==> config.mk <==
export PLATFORM = sky130hd
export DESIGN_NAME = serial_adder_ctrl
export DESIGN_NICKNAME = d
export VERILOG_FILES = /design/src/rtl/serial_adder_ctrl.sv
export SDC_FILE = /design/constraint.sdc
export NUM_CORES = 1
export LEC_CHECK = 0
export CAP_MARGIN = 0
export CORE_MARGIN = 3
export CORE_UTILIZATION = 30
export CTS_CLUSTER_SIZE = 24
export DETAILED_ROUTE_END_ITERATION = 16
export PLACE_DENSITY = 0.61
export SYNTH_ARGS = -nofsm -noshare
export SYNTH_HDL_FRONTEND = slang
export SYNTH_SLANG_ARGS = --single-unit
==> constraint.sdc <==
create_clock -name clk -period 1.9 [get_ports clk]
set_clock_uncertainty 0.1 [all_clocks]
set_input_delay 0.38 -clock clk [delete_from_list [all_inputs] [get_ports clk]]
set_output_delay 0.38 -clock clk [all_outputs]
set_load 0.05 [all_outputs]
==> src/rtl/serial_adder_ctrl.sv <==
// Bit-serial adder controller: walks one external full adder LSB-first over WIDTH
// cycles and returns {c_out, sum} = a + b + c_in with a fixed latency.
module serial_adder_ctrl #(
  parameter int unsigned WIDTH = 8
) (
  input  logic             clk,
  input  logic             rst,
  input  logic             start,
  input  logic [WIDTH-1:0] a,
  input  logic [WIDTH-1:0] b,
  input  logic             c_in,
  output logic             fa_a,
  output logic             fa_b,
  output logic             fa_cin,
  input  logic             fa_sum,
  input  logic             fa_carry,
  output logic             busy,
  output logic             done,
  output logic [WIDTH-1:0] sum,
  output logic             c_out
);

  localparam int unsigned IdxW = $clog2(WIDTH);
  localparam logic [IdxW-1:0] LastIdx = IdxW'(WIDTH - 1);

  typedef enum logic [1:0] {StIdle, StRun, StDone} state_e;

  state_e            state_q;
  logic [IdxW-1:0]   idx_q;
  logic [WIDTH-1:0]  a_q;
  logic [WIDTH-1:0]  b_q;
  logic [WIDTH-1:0]  acc_q;
  logic [WIDTH-1:0]  acc_d;
  logic [WIDTH-1:0]  sum_q;
  logic              carry_q;
  logic              cout_q;
  logic              busy_q;
  logic              done_q;

  // Partial result with the current bit folded in, so the final edge can publish it whole.
  always_comb begin
    acc_d        = acc_q;
    acc_d[idx_q] = fa_sum;
  end

  always_comb begin
    fa_a   = 1'b0;
    fa_b   = 1'b0;
    fa_cin = 1'b0;
    if (state_q == StRun) begin
      fa_a   = a_q[idx_q];
      fa_b   = b_q[idx_q];
      fa_cin = carry_q;
    end
  end

  always_ff @(posedge clk) begin
    if (rst) begin
      state_q <= StIdle;
      idx_q   <= '0;
      a_q     <= '0;
      b_q     <= '0;
      acc_q   <= '0;
      sum_q   <= '0;
      carry_q <= 1'b0;
      cout_q  <= 1'b0;
      busy_q  <= 1'b0;
      done_q  <= 1'b0;
    end else begin
      case (state_q)
        StIdle, StDone: begin
          done_q <= 1'b0;
          if (start) begin
            state_q <= StRun;
            busy_q  <= 1'b1;
            a_q     <= a;
            b_q     <= b;
            carry_q <= c_in;
            idx_q   <= '0;
            acc_q   <= '0;
          end else begin
            state_q <= StIdle;
          end
        end
        StRun: begin
          acc_q   <= acc_d;
          carry_q <= fa_carry;
          idx_q   <= idx_q + IdxW'(1);
          if (idx_q == LastIdx) begin
            state_q <= StDone;
            busy_q  <= 1'b0;
            done_q  <= 1'b1;
            sum_q   <= acc_d;
            cout_q  <= fa_carry;
          end
        end
        default: begin
          state_q <= StIdle;
          busy_q  <= 1'b0;
          done_q  <= 1'b0;
        end
      endcase
    end
  end

  assign busy  = busy_q;
  assign done  = done_q;
  assign sum   = sum_q;
  assign c_out = cout_q;

endmodule

**After elaboration in Yosys (flattened, before gate mapping)**

Index checks and enable logic that the tools add are counted.

- Flip-flop bits (word level): 41
- Bits in latches: 0
- Bits in writable memories: 0
- ROM bits: 0
- Input port bits: 22
- Output and inout bits: 14
- Word-level logic and storage cells: 50
- Memories: 0

- $add $sub $neg: 1
- Multipliers: 0
- Div/mod/pow operators: 0
- Magnitude comparators: 2
- Equality and inequality tests: 5
- Shift-type cells: 0
- Multiplexer cells: 22
- Bitwise operators: 1
- Reduce and logical (&&, ||, !) cells: 9

Operators with widths:

| operator | number |
|---|---|
| 8-bit case mux with 2 select lines | 1 |
| 1-bit 2-to-1 mux | 10 |
| 8-bit bitwise mux | 1 |
| 8-bit 2-to-1 mux | 1 |
| 2-bit AND reduction | 4 |
| 1-bit binary-select mux with 3-bit select | 2 |
| 3-bit case mux with 2 select lines | 1 |
| 3-bit by 4-bit < comparator with 1-bit output (second input constant) | 1 |
| 1-bit case mux with 2 select lines | 2 |
| 2-bit case mux with 2 select lines | 1 |
| 2-bit OR reduction | 2 |
| 3-bit by 1-bit adder with 3-bit output (second input constant) | 1 |
| 1-bit demux with 3-bit select | 1 |
| 3-bit equality test (second input constant) | 1 |
| 3-bit by 1-bit >= comparator with 1-bit output (second input constant) | 1 |
| 3-bit 2-to-1 mux | 1 |
| 2-bit by 1-bit equality test with 1-bit output (second input constant) | 1 |
| 2-bit equality test (second input constant) | 1 |
| 2-bit logical NOT | 1 |
| 2-bit 2-to-1 mux | 1 |
| 2-bit by 1-bit inequality test with 1-bit output (second input constant) | 1 |
| 2-bit inequality test (second input constant) | 1 |
| 2-bit nonzero test | 1 |
| 1-bit logical AND | 1 |
| 1-bit NOT | 1 |

**Depth between registers and ports, before layout**

- Depth after elaboration: 6
- Gate-level depth with buffers: 7
- Depth with buffers taken out: 5

**Worst setup path before layout**

No wires, ideal clock.

- Path kind: flip-flop to output port
- Start: register idx_q[2]
- End: output fa_b
- Data arrival time: 1.690 ns
- Required time: 1.420 ns
- Path slack: -0.270 ns
- Stages on the path, launching flop included: 5
- Buffers on the path: 1
- Path through: dfxtp_1 buf_2 mux2_2 a22oi_1 a31oi_1

- Longest elaborated chain between the ends: 3

Ends and longest elaborated chain:

| item | RTL line | source |
|---|---|---|
| from (decl) | 29 | `logic [IdxW-1:0] idx_q;` |
| from (signal assigned) | 88 | `idx_q <= idx_q + IdxW'(1);` |
| 1-bit binary-select mux with 3-bit select | 52 | `fa_b = b_q[idx_q];` |
| 1-bit 2-to-1 mux (not written as such) | 52 |  |
| 1-bit 2-to-1 mux | 50 | `if (state_q == StRun) begin` |
| to (decl) | 13 | `output logic fa_b,` |

No other way between the ends. The select of a mux whose other input is x is not followed.

**Final worst setup path**

- Start: register idx_q[1]
- End: output fa_a

- Longest elaborated chain between the ends: 3

Ends and longest elaborated chain:

| item | RTL line | source |
|---|---|---|
| 1-bit binary-select mux with 3-bit select | 51 | `fa_a = a_q[idx_q];` |
| 1-bit 2-to-1 mux (not written as such) | 51 |  |
| 1-bit 2-to-1 mux | 50 |  |
| to (decl) | 12 | `output logic fa_a,` |

No other way between the ends. The select of a mux whose other input is x is not followed.

==> results_dict.tcl <==
set metrics [dict create \
    relSlewSlack_pct 68.8 \
    yosysWarnings 0 \
    synthArstFlopShare_pct 0 \
    fin_area_um2 2490 \
    dpl.cell_count 329 \
    grt_pass1_vias 1597 \
    fillers 632 \
    combPwrFrac_pct 12.9 \
    clockPowerShare_pct 38.6 \
    dp_hpwl_um 3000 \
    drt_iter0_drc 67 \
    seq_area_um2 830 \
    synth_top_flop_cell "dfxtp_1" \
    route.detailed.drc 0 \
    synth_nets 242 \
    crit_type "reg2out" \
    firstDrtPassIters 4 \
    hold_violations 0 \
    fin_util_pct 41.8 \
    grt_max_degree 19 \
    synth_cell_type_count 43 \
    dieArea_um2 7200 \
    period_share_pct 105 \
    multi_input_area_um2 955 \
    vias 1585 \
    switching_share_pct 23.8 \
    totalWireLength_um 4140 \
    num_antenna_cells 0 \
    synthCells 218 \
    ios 36 \
    cts_tree "done" \
    final_nets 286 \
    violations "setup timing" \
    fin_cells 338 \
    required_ns 1.42 \
    rsz0062_at_grt "true" \
    synth_enable_flop_cells 0 \
    fp.dieH_um 84.8 \
    powerDensity_nw_per_um2 756 \
    htree_levels 2 \
    period_minus_slack_ns 1.99 \
    areaGrowthSynthToFinish_pct 33.5 \
    synth_seq_cells 41 \
    core_area_um2 5960 \
    ir_worst_vdd_mv 0.402 \
    netSwitchingPower_mw 0.447 \
    fin_hold_ws_ns 0.356 \
    worst_hold_path_type "reg2reg" \
    ys_seq_area_share_pct 44.0 \
    endpoint_kind "output port" \
    grt_use_total_pct 12.6 \
    fmax_mhz 503 \
    p_leak_nw 0.951 \
    portBuffers 35 \
    start_util_pct 31.3 \
    wl_per_cell_um 12.3 \
    maxCapViolCount 0 \
    overflow 0 \
    place_area_um2 2340 \
    crit-reg2reg-launch "idx_q[1]$_SDFFE_PP0P_" \
    syn_area_um2 1860 \
    path_max_fanout 10 \
    p_seq_share_pct 48.5 \
    clkTransAtPathRegs_ns 0.08 \
    p_int_mw 1.43 \
    syn_area_per_cell_um2 8.55 \
    finalWorstSetupSlack_ns -0.0887 \
    die_x_um 84.8 \
    rows 28 \
    cts_root_buf "clkbuf_8" \
    ant_nets 0 \
    antenna_found_initial 0 \
    clk_latency_ns 0.29 \
    min_from "b_q[1]$_SDFFE_PP0P_" \
    grt_pass1_wl_um 7370 \
    status "finished with violations" \
    drive_above_1_share_pct 23.2 \
    tightestPinTransition_ns 0.466 \
    via_per_inst 4.69 \
    slew_viol_final 0 \
    place_congestion 0.772 \
    start_kind "register" \
    cts_sinks 41 \
    cts_max_path_buffers 2 \
    setup_viol 2 \
    numCtsBuffers 5 \
    critPathArrivalTime_ns 1.51 \
    critPathLaunch "idx_q[1]$_SDFFE_PP0P_" \
]
-- cell usage after synthesis, types with 4 or more instances --
library cell | number | area share [%]
nand3_1 | 5 | 1.3
mux2i_1 | 9 | 4.8
a211oi_2 | 4 | 2.7
buf_2 | 9 | 2.4
dfxtp_1 | 41 | 44
a32o_1 | 4 | 2.1
a21oi_1 | 20 | 5.4
nand2_1 | 46 | 9.3
o21ai_0 | 9 | 2.4
nor2_1 | 22 | 4.4
-- final cells by class --
type	instances	share of cell area, %
clock buffer	7	3.47
clock inverter	1	1.21
inverter	3	0.452
multi-input combinational	158	38.4
sequential	41	33.3
tap	75	3.77
timing repair buffer	53	19.4
-- per-stage QoR --
stage	total power, mW	setup slack, ns	TNS (ns)
after floorplan	1.07	0.0413	0
after global placement	1.17	0.0284	0
after detailed placement	1.18	-0.00843	-0.00843
after CTS	1.91	-0.0967	-0.177
after global routing	1.97	-0.168	-0.295
final	1.88	-0.0887	-0.156
-- cell families after synthesis --
| group | Yosys count | synth area share, % |
|---|---|---|
| mux | 11 | 6.04 |
| flops | 41 | 44.0 |
| simple gates | 92 | 22.6 |
| compound gates | 53 | 20.5 |
| buf+inv | 19 | 5.50 |
| fa+ha+maj | 2 | 1.34 |
-- what timing repair did --
item | 4_1_cts | 5_1_grt
gates cloned | 0 | 0
gates resized for setup | 8 | 2
hold buffers | 0 | 0
setup buffers | 1 | 0
setup endpoints to repair | 2 | 2
pin swaps | 0 | 1
hold endpoints to repair | 0 | 0
-- cells in the final DEF (no fill, tap or decap), types with 3 or more instances in the layout --
cell             count
dfxtp_1             38
nand3_1              5
a21oi_1             20
a211oi_2             4
nor2_1              21
o21ai_0              9
nand2b_1             3
a32o_1               4
mux2i_1              9
a311oi_2             3
clkbuf_8             6
buf_4               28
clkdlybuf4s50_1     21
nor2_2               4
inv_1                3
nand2_1             46
-- metal layers --
layer,track usage [%],part of all wire (%),up-vias
met1,16.8,48,701
met4,5.32,1.4,0
met2,20.1,45,39
met5,0,0,-
li1,-,-,838
met3,2.43,5.1,7
-- registers in the layout, indices dropped and copies added (netlist names) --
register  flops
a_q           8
idx_q         3
sum           8
state_q       2
done          1
acc_q         8
b_q           8
carry_q       1
c_out         1
busy          1
-- power by group through the flow --
stage | Sequential [mW] | Clock, mW | Combinational (mW)
6_report | 0.913 | 0.727 | 0.242
5_1_grt | 0.918 | 0.781 | 0.270
4_1_cts | 0.912 | 0.749 | 0.244
3_5_place_dp | 0.934 | 0 | 0.241
3_3_place_gp | 0.933 | 0 | 0.239
2_1_floorplan | 0.932 | 0 | 0.136
-- worst paths after layout --
| check | end | slack [ns] | cells past startpoint |
|---|---|---|---|
| worst max register to register | sum[3]$_SDFFE_PP0P_ | 0.33 | 5 |
| worst min-delay path | b_q[1]$_SDFFE_PP0P_ | 0.36 | 2 |
| worst max-delay path | fa_a | -0.09 | 4 |
| worst min register to register | b_q[1]$_SDFFE_PP0P_ | 0.36 | 2 |
-- worst max-delay path, cell delays in order (launching register included) --
cell,delay [ns]
dfxtp_2,0.45
mux2i_1,0.23
o32ai_1,0.09
o31a_1,0.28
buf_12,0.16
Note: power is estimated with default switching activity, not from simulation.
